`config.mk`:
```
export PLATFORM = sky130hd
export DESIGN_NAME = trace_unpacker
export DESIGN_NICKNAME = d
export VERILOG_FILES = /design/src/rtl/trace_unpacker.sv
export SDC_FILE = /design/constraint.sdc
export NUM_CORES = 1
export LEC_CHECK = 0
export ABC_AREA = 1
export CORE_MARGIN = 3
export CORE_UTILIZATION = 40
export CTS_CLUSTER_SIZE = 16
export DETAILED_ROUTE_END_ITERATION = 7
export PLACE_DENSITY = 0.62
export SETUP_SLACK_MARGIN = 0.1
export SLEW_MARGIN = 25
export SYNTH_ARGS = -nofsm -noshare
export SYNTH_HDL_FRONTEND = slang
export SYNTH_SLANG_ARGS = --single-unit
export TNS_END_PERCENT = 100
```
`constraint.sdc`:
```
create_clock -name clk -period 7.13 [get_ports clk]
set_input_delay 0.713 -clock clk [delete_from_list [all_inputs] [get_ports clk]]
set_output_delay 0.713 -clock clk [all_outputs]
set_load 0.01 [all_outputs]
```
`src/rtl/trace_unpacker.sv`:
```
`default_nettype none
// ============================================================================
//  Module      : trace_unpacker
//  Description : Consumer end of the trace-debug tagged-word stream. Pops
//                {tag, payload} words from the trace FIFO and rebuilds a clean
//                sample stream with an absolute sample index and a gap flag
//                and gap size on the first sample after upstream loss. Also
//                keeps a saturating total-drop statistic.
//  Revision    : 1.0 - initial release
// ----------------------------------------------------------------------------
//  Ports
//    clk            in   clock
//    rst            in   synchronous active-high reset
//    fifo_data      in   {tag, payload}; tag=1 is a drop marker whose low
//                        counter_width_p bits hold the number of lost samples
//    fifo_valid     in   FIFO word available
//    fifo_ready     out  word consumed when fifo_valid & fifo_ready
//    out_data       out  reconstructed sample
//    out_valid      out  output register holds a sample
//    out_ready      in   downstream accepts (transfer on out_valid & out_ready)
//    out_index      out  absolute index of out_data, counting dropped samples
//    out_gap        out  samples were lost immediately before out_data
//    out_gap_count  out  number lost before out_data (saturating), 0 if no gap
//    drop_total     out  saturating sum of marker counts since reset/clear
//    drop_total_clr in   synchronous clear of drop_total
//    bad_marker     out  one-cycle pulse when a zero-count marker is accepted
// ============================================================================
module trace_unpacker #(
    parameter int sample_width_p  = 16,
    parameter int counter_width_p = 16,
    parameter int index_width_p   = 32,
    parameter int total_width_p   = 32
) (
    input  logic                       clk,
    input  logic                       rst,
    input  logic [sample_width_p:0]    fifo_data,
    input  logic                       fifo_valid,
    output logic                       fifo_ready,
    output logic [sample_width_p-1:0]  out_data,
    output logic                       out_valid,
    input  logic                       out_ready,
    output logic [index_width_p-1:0]   out_index,
    output logic                       out_gap,
    output logic [counter_width_p-1:0] out_gap_count,
    output logic [total_width_p-1:0]   drop_total,
    input  logic                       drop_total_clr,
    output logic                       bad_marker
);

    typedef enum logic [0:0] {
        NO_GAP      = 1'b0,
        GAP_PENDING = 1'b1
    } state_e;

    localparam int c_gap_sum_w   = counter_width_p + 1;
    localparam int c_total_sum_w = total_width_p + 1;

    state_e                       state_q, state_d;
    logic [sample_width_p-1:0]    out_data_q, out_data_d;
    logic                         out_valid_q, out_valid_d;
    logic [index_width_p-1:0]     out_index_q, out_index_d;
    logic                         out_gap_q, out_gap_d;
    logic [counter_width_p-1:0]   out_gap_count_q, out_gap_count_d;
    logic [total_width_p-1:0]     drop_total_q, drop_total_d;
    logic                         bad_marker_q, bad_marker_d;
    logic [index_width_p-1:0]     next_idx_q, next_idx_d;
    logic [counter_width_p-1:0]   gap_acc_q, gap_acc_d;

    logic                         w_accept;
    logic                         w_is_marker;
    logic [counter_width_p-1:0]   w_cnt;
    logic [c_gap_sum_w-1:0]       w_gap_sum;
    logic [total_width_p-1:0]     w_total_base;
    logic [c_total_sum_w-1:0]     w_total_sum;

    // The output register can take a new word whenever it is empty or being
    // drained this cycle; markers never occupy it but use the same handshake.
    assign fifo_ready  = ~out_valid_q | out_ready;
    assign w_accept    = fifo_valid & fifo_ready;
    assign w_is_marker = fifo_data[sample_width_p];
    assign w_cnt       = fifo_data[counter_width_p-1:0];

    // One extra bit on each sum exposes the carry used for saturation.
    assign w_gap_sum    = {1'b0, gap_acc_q} + {1'b0, w_cnt};
    // A clear in the same cycle as a marker restarts the total from zero
    // before the marker count is added.
    assign w_total_base = drop_total_clr ? '0 : drop_total_q;
    assign w_total_sum  = c_total_sum_w'(w_total_base) + c_total_sum_w'(w_cnt);

    always_comb begin
        state_d         = state_q;
        out_data_d      = out_data_q;
        out_valid_d     = out_valid_q;
        out_index_d     = out_index_q;
        out_gap_d       = out_gap_q;
        out_gap_count_d = out_gap_count_q;
        drop_total_d    = w_total_base;
        bad_marker_d    = 1'b0;
        next_idx_d      = next_idx_q;
        gap_acc_d       = gap_acc_q;

        if (out_valid_q && out_ready) begin
            out_valid_d = 1'b0;
        end

        if (w_accept) begin
            if (!w_is_marker) begin
                out_valid_d = 1'b1;
                out_data_d  = fifo_data[sample_width_p-1:0];
                out_index_d = next_idx_q;
                next_idx_d  = next_idx_q + 1'b1;
                if (state_q == GAP_PENDING) begin
                    out_gap_d       = 1'b1;
                    out_gap_count_d = gap_acc_q;
                end else begin
                    out_gap_d       = 1'b0;
                    out_gap_count_d = '0;
                end
                gap_acc_d = '0;
                state_d   = NO_GAP;
            end else if (w_cnt == '0) begin
                bad_marker_d = 1'b1;
            end else begin
                next_idx_d = next_idx_q + index_width_p'(w_cnt);
                gap_acc_d  = w_gap_sum[counter_width_p] ? '1
                                                        : w_gap_sum[counter_width_p-1:0];
                drop_total_d = w_total_sum[total_width_p] ? '1
                                                          : w_total_sum[total_width_p-1:0];
                state_d = GAP_PENDING;
            end
        end
    end

    always_ff @(posedge clk) begin
        if (rst) begin
            state_q         <= NO_GAP;
            out_data_q      <= '0;
            out_valid_q     <= 1'b0;
            out_index_q     <= '0;
            out_gap_q       <= 1'b0;
            out_gap_count_q <= '0;
            drop_total_q    <= '0;
            bad_marker_q    <= 1'b0;
            next_idx_q      <= '0;
            gap_acc_q       <= '0;
        end else begin
            state_q         <= state_d;
            out_data_q      <= out_data_d;
            out_valid_q     <= out_valid_d;
            out_index_q     <= out_index_d;
            out_gap_q       <= out_gap_d;
            out_gap_count_q <= out_gap_count_d;
            drop_total_q    <= drop_total_d;
            bad_marker_q    <= bad_marker_d;
            next_idx_q      <= next_idx_d;
            gap_acc_q       <= gap_acc_d;
        end
    end

    assign out_data      = out_data_q;
    assign out_valid     = out_valid_q;
    assign out_index     = out_index_q;
    assign out_gap       = out_gap_q;
    assign out_gap_count = out_gap_count_q;
    assign drop_total    = drop_total_q;
    assign bad_marker    = bad_marker_q;

endmodule
`default_nettype wire
```
==> reports/metrics.yaml <==
worst_setup_path:
  critPathLaunch: "fifo_data[16]"
  arrival_ns: 4.35
  r2r.worst_path.cells: 8
  crit_path_start_kind: "input pin"
  timing.rr.end: "drop_total[9]"
  worstSetupPathType: "in -> reg"
  r2r_slack_ns: 3.89
  cp-end-kind: "flop"
  reg2reg_from: "out_valid"
  crit_fanout: 31
  cp.required_ns: 7.45
floorplanning:
  die_area_mm2: 0.0244
  start_util_pct: 41.1
  core-area_mm2: 0.0220
  ioPinCount: 122
  dieWidth_um: 156
  row_count: 54
  die_h_um: 156
clock_network:
  clkTransAtPathRegs_ns: 0.06
  worstSkewPairLatency_ns: 0.43
  cts_made_buffers: 17
  h-tree-depth: 4
  cts_buffer_depth: 2
  cts_tree: "built"
  ctsHoldBuffers: 0
  clock_tree.root_cell: "clkbuf_16"
  post-cts-setup-buffers: 0
  cts-resized-gates: 0
  numClockSinks: 148
logic_synthesis:
  syn_nets: 1497
  seq_area_frac_synth_pct: 32.8
  synth_common_cells: "nand2_1, nor2_1, inv_1"
  ys_seq_elements: 148
  yosysTopAreaCellShare_pct: 32.8
  postSynthAreaPerCell_um2: 6.33
  synth_area_leader_cell: "dfxtp_1"
  synthArstFlopShare_pct: 0
  synthFlopType: "dfxtp_1"
  syn_area_mm2: 0.00902
  syn-instance-count: 1424
  yosysUniqueCellTypes: 36
  synth.most_common_cell: "nand2_1"
  synth_edf_count: 0
  synthTopCellsByArea: "dfxtp_1, nand2_1, nor2_1"
  yosysWarnings: 0
power_and_ir_drop:
  power_leakage_nw: 5.19
  powerDensity_mw_per_mm2: 203
  ir_drop_mv: 0.151
layout:
  final_nets: 1594
  final_core_util_pct: 50.3
  drive_above_1_share_pct: 3.13
  layout.cells.non_filler: 1814
  area_delta_synth_final_pct: 22.4
  antenna_cells: 0
placement:
  place.gp.congestion: 0.928
  hpwlAfterDp_mm: 19.4
  io_buffers: 121
  post-place-cells: 1782
  dp_slack_ns: 2.29
drt:
  drc: 0
  firstDrtPassIters: 5
  topRoutingLayerUsed: "met4"
  postRouteAntennaNets: 0
  drt_iter0_drc: 641
  routed-wl-met3_mm: 1.50
  routed_wl_mm: 27.3
  dr_total_vias: 9241
  wl_per_cell_um: 15.0
  routed_via_density: 5.09
  met2_length_mm: 12.2
  met1_length_mm: 12.8
job:
  drv_cap: 0
run_status:
  outcome: "finished, final reports clean"
sta:
  worstMarginPinSlew_ns: 0.934
  finalCritPeriodShare_pct: 56.6
  post-route-min-period_ns: 4.04
  fmax_mhz: 248
  holdWs_ns: 0.473
  fin_worst_skew_ns: 0.00947
  finalMaxSlewViolations: 0
  setup_tns_ns: 0
  hold_viol: 0
  setup_viol: 0
  grt_setup_unrepaired: "false"
  slew_headroom_pct: 37.7
  layout_setup_ws_ns: 3.09
hold_path:
  holdPathStages: 2
  hold_end: "state_q"
  hold_start: "state_q"
  hold_path_class: "reg -> reg"
global_routing:
  grt_pass1_vias: 8791
  grt_usage_pct: 22.6
  grt_max_degree: 114
  grt_pass1_wl_mm: 44.5
  grt.overflow.total: 0
  antenna_found_initial: 0
## metal layers
layer	up-vias	global-route usage, %
li1	4804	-
met1	4157	31.0
met2	235	36.5
met3	45	3.77
met4	0	7.25
met5	-	0
## worst max path at each step
stage / end / slack (ns) / cells after the start
final: drop_total[9] / 3.09 / 8
after detailed placement: drop_total[9] / 2.29 / 8
after CTS: drop_total[9] / 2.72 / 8
after global placement: drop_total[1] / 2.35 / 8
after global routing: drop_total[10] / 2.69 / 8
after floorplan: drop_total[10] / 4.36 / 17
## state kept, by name (all words and copies together) (netlist names)
register       flops
out_valid          1
bad_marker         1
drop_total        32
state_q            1
out_gap_count     16
gap_acc_q         16
out_index         32
out_data          16
out_gap            1
next_idx_q        32
## worst max-delay path: stages
cell             delay (ns)
clkdlybuf4s50_1        0.91
inv_1                  0.14
nor2_2                 0.53
nand2_1                0.54
inv_1                  0.86
nand2_2                0.33
o21ai_0                0.24
inv_1                  0.06
## power breakdown
part	switching (mW)	internal (mW)	total [mW]
clock	0.371	0.571	0.941
sequential	0.0298	0.870	0.900
combinational	0.244	0.152	0.397
total	0.645	1.59	2.24
## layout make-up
class / count / area [um^2]
fillers: 2250 / 10900
multi-input cells: 1034 / 5140
flip-flops and latches: 148 / 2960
repair buffers: 125 / 1240
inverters: 195 / 733
clock buffers: 21 / 460
well taps: 280 / 350
clock inverters: 11 / 151
## layout by cell type (no fill, tap or decap), types with 4 or more instances in the layout
cell             count
a21oi_1            115
a31oi_1              9
clkbuf_16           17
clkdlybuf4s50_1    121
clkinvlp_4           4
dfxtp_1            148
ha_1                48
inv_1              192
nand2_1            306
nand3_1            110
nand4_1             20
nor2_1             214
nor3_1              16
o21ai_0            138
or2_2                5
xnor2_1              8
xor2_1              19
## per-stage QoR
stage | power (mW) | instance area [um^2]
floorplan | 1.17 | 9020
global placement | 1.31 | 10400
detailed placement | 1.31 | 10400
CTS | 2.26 | 11000
global route | 2.34 | 11000
finish | 2.24 | 11000
## logic make-up after synthesis
kind of cell | after synthesis | synth area share (%)
buffers and inverters | 242 | 10.3
AO/OA/AOI/OAI | 271 | 15.4
flip-flops | 148 | 32.8
AND/OR/NAND/NOR | 685 | 31.5
XOR/XNOR | 27 | 2.62
adder cells (fa/ha/maj) | 51 | 7.32
Power figures use the tool's default switching activity.
==> RTL edit, RTL diff (config.mk and constraints unchanged) <==
Change the parameter `sample_width_p` from 16 to 32.
--- a/src/rtl/trace_unpacker.sv
+++ b/src/rtl/trace_unpacker.sv
@@ -28,3 +28,3 @@
 module trace_unpacker #(
-    parameter int sample_width_p  = 16,
+    parameter int sample_width_p  = 32,
     parameter int counter_width_p = 16,
Interface: changed (resized fifo_data and out_data); port bits go from 122 to 154. No check against the original RTL was run, so the function may have changed too.
==> RTL edit against the unedited design <==
  * Wire length rose by 13%
  * Cell area rose by 13%
  * Sequential cell count rose by 16
  * Total power rose by 7.6%
  * Worst setup slack improved by 0.37 ns
  * Global-route usage rose by 0.35 points
  * Cell count rose by 12%
  * Synthesized area rose by 12%
  * Critical path type unchanged
  * Largest power group is now sequential cells
  * Highest routed layer unchanged
==> RTL edit: results (changes against the unedited design) <==
status finished, final reports clean (unchanged); Worst Max-Slew Pin Slew 0.965 ns (was 0.934 ns); CTS Buf Count 17 (unchanged); Max Root-Sink Buffers 2 (unchanged); via count 10,228 (was 9,241); dpl cells 2,000 (was 1,782); setup slack at placement 3.03 ns (was 2.29 ns); GPL Wtd Cong 0.921 (was 0.928); leakage power 5.82 nW (was 5.19 nW); clock-pin slew on the worst setup and hold paths 0.07 ns; Synth Area in XOR/XNOR 2.25% (was 2.62%); slowest CP cell clkdlybuf4s50_1 (unchanged); FFs w/ async S/R, synth 0% (unchanged); Mapped Cells 1,570 (was 1,424); Post-CTS Setup Bufs 0 (unchanged); Synth cell types 45 (was 36); crit-path max cell delay 0.95 ns (was 0.91 ns); vias in the first global route 9,667 (was 8,791); clk_lat worst skew between 0.4 and 0.5 ns; nets 1,784 (was 1,594); Root Buffer clkbuf_16 (unchanged); Final Skew 0.0158 ns (was 0.00947 ns); number of antenna violations at the first check in global routing 0 (unchanged); DRT iter0 DRCs 749 (was 641); Inserted Diodes 0 (unchanged); post-synthesis sequential area ratio 32.4% (was 32.8%); Post-CTS Resized 0 (unchanged); yosys warns 0 (unchanged); GRT Total Usage 23.0% (was 22.6%); maximum vdd drop 133 uV (was 151 uV); WP data arrival 3.99 ns (was 4.35 ns); Main synth FF type dfxtp_1 (unchanged); most instantiated cells after synthesis nand2_1 (366), nor2_1 (226), inv_1 (206), dfxtp_1 (164), a21oi_1 (115) (was nand2_1 (306), nor2_1 (216), inv_1 (194), dfxtp_1 (148), o21ai_0 (138)); synth top area cells dfxtp_1 (32%), nand2_1 (14%), nor2_1 (8.4%) (was dfxtp_1 (33%), nand2_1 (13%), nor2_1 (9.0%)); TritonRoute pass-1 iters 7 (was 5); complex-gate fraction of the synthesized area 14.1% (was 15.4%); vias per cell 5.03 (was 5.09); IO buf count 153 (was 121); Mapped Nets 1,659 (was 1,497); Synth Area in Adders 6.52% (was 7.32%); first-pass GRT wire length 49,800 microns (was 44,500 microns); largest net degree at the start of global routing 90 (was 114); detailed placement HPWL 22,700 microns (was 19,400 microns); crit path max fanout 27 (was 31); drt wl/cell 15.2 microns (was 15.0 microns); share of cells above drive strength 1 6.44% (was 3.13%)
RTL edit: changes by cell type in the layout (fill, tap and decap cells not counted), sizes merged, moves of 8 or more:
cell	delta
nand2	+74
inv	+23
clkdlybuf4s50	+32
dfxtp	+16
nand3	+16
nor2	+25
nand4	-8
o21ai	-12
RTL edit: final cells by class:
cell class,count,area [sq um]
Clock buffer,19,453
Clock inverter,13,146
Fill cell,2537,12100
Inverter,216,815
Multi-Input combinational cell,1138,5800
Sequential cell,164,3280
Tap cell,324,405
Timing Repair Buffer,158,1570
RTL edit: path summary, 6_finish.rpt:
kind                            cells after the start  slack [ns]            end           start
worst min-delay path                                2        0.47   out_index[1]    out_index[1]
worst min register to register                      2        0.47   out_index[1]    out_index[1]
worst max-delay path                               16        3.47  drop_total[0]  drop_total_clr
worst max register to register                     14        4.77  drop_total[0]   drop_total[0]
RTL edit: where the power goes:
part,switching [W],leakage (nW),internal [W]
Sequential,0.0000342,1.34,0.000963
Clock,0.000420,0.291,0.000540
Combinational,0.000273,4.18,0.000178
RTL edit: cells by family (layout without fill, tap and decap cells):
family,count (synthesis),after routing
simple gates,798,798
compound gates,263,263
buf+inv,268,406
xor+xnor,26,26
flops,164,164
fa+ha+maj,51,51
RTL edit: metal layers:
| metal | vias up | wire [microns] | share of wire [%] | track usage, % |
|---|---|---|---|---|
| met5 | - | 0 | 0 | 0 |
| met4 | 0 | 386 | 1.2 | 5.03 |
| met3 | 26 | 1620 | 5.2 | 3.77 |
| met2 | 246 | 14200 | 46 | 38.1 |
| met1 | 4690 | 14700 | 48 | 31.5 |
| li1 | 5266 | - | - | - |
RTL edit: critical path: cells and delay by family:
kind	cells	cell delay [ns]
buf+inv	5	1.53
compound gates	2	0.43
simple gates	7	0.67
fa+ha+maj	2	0.62
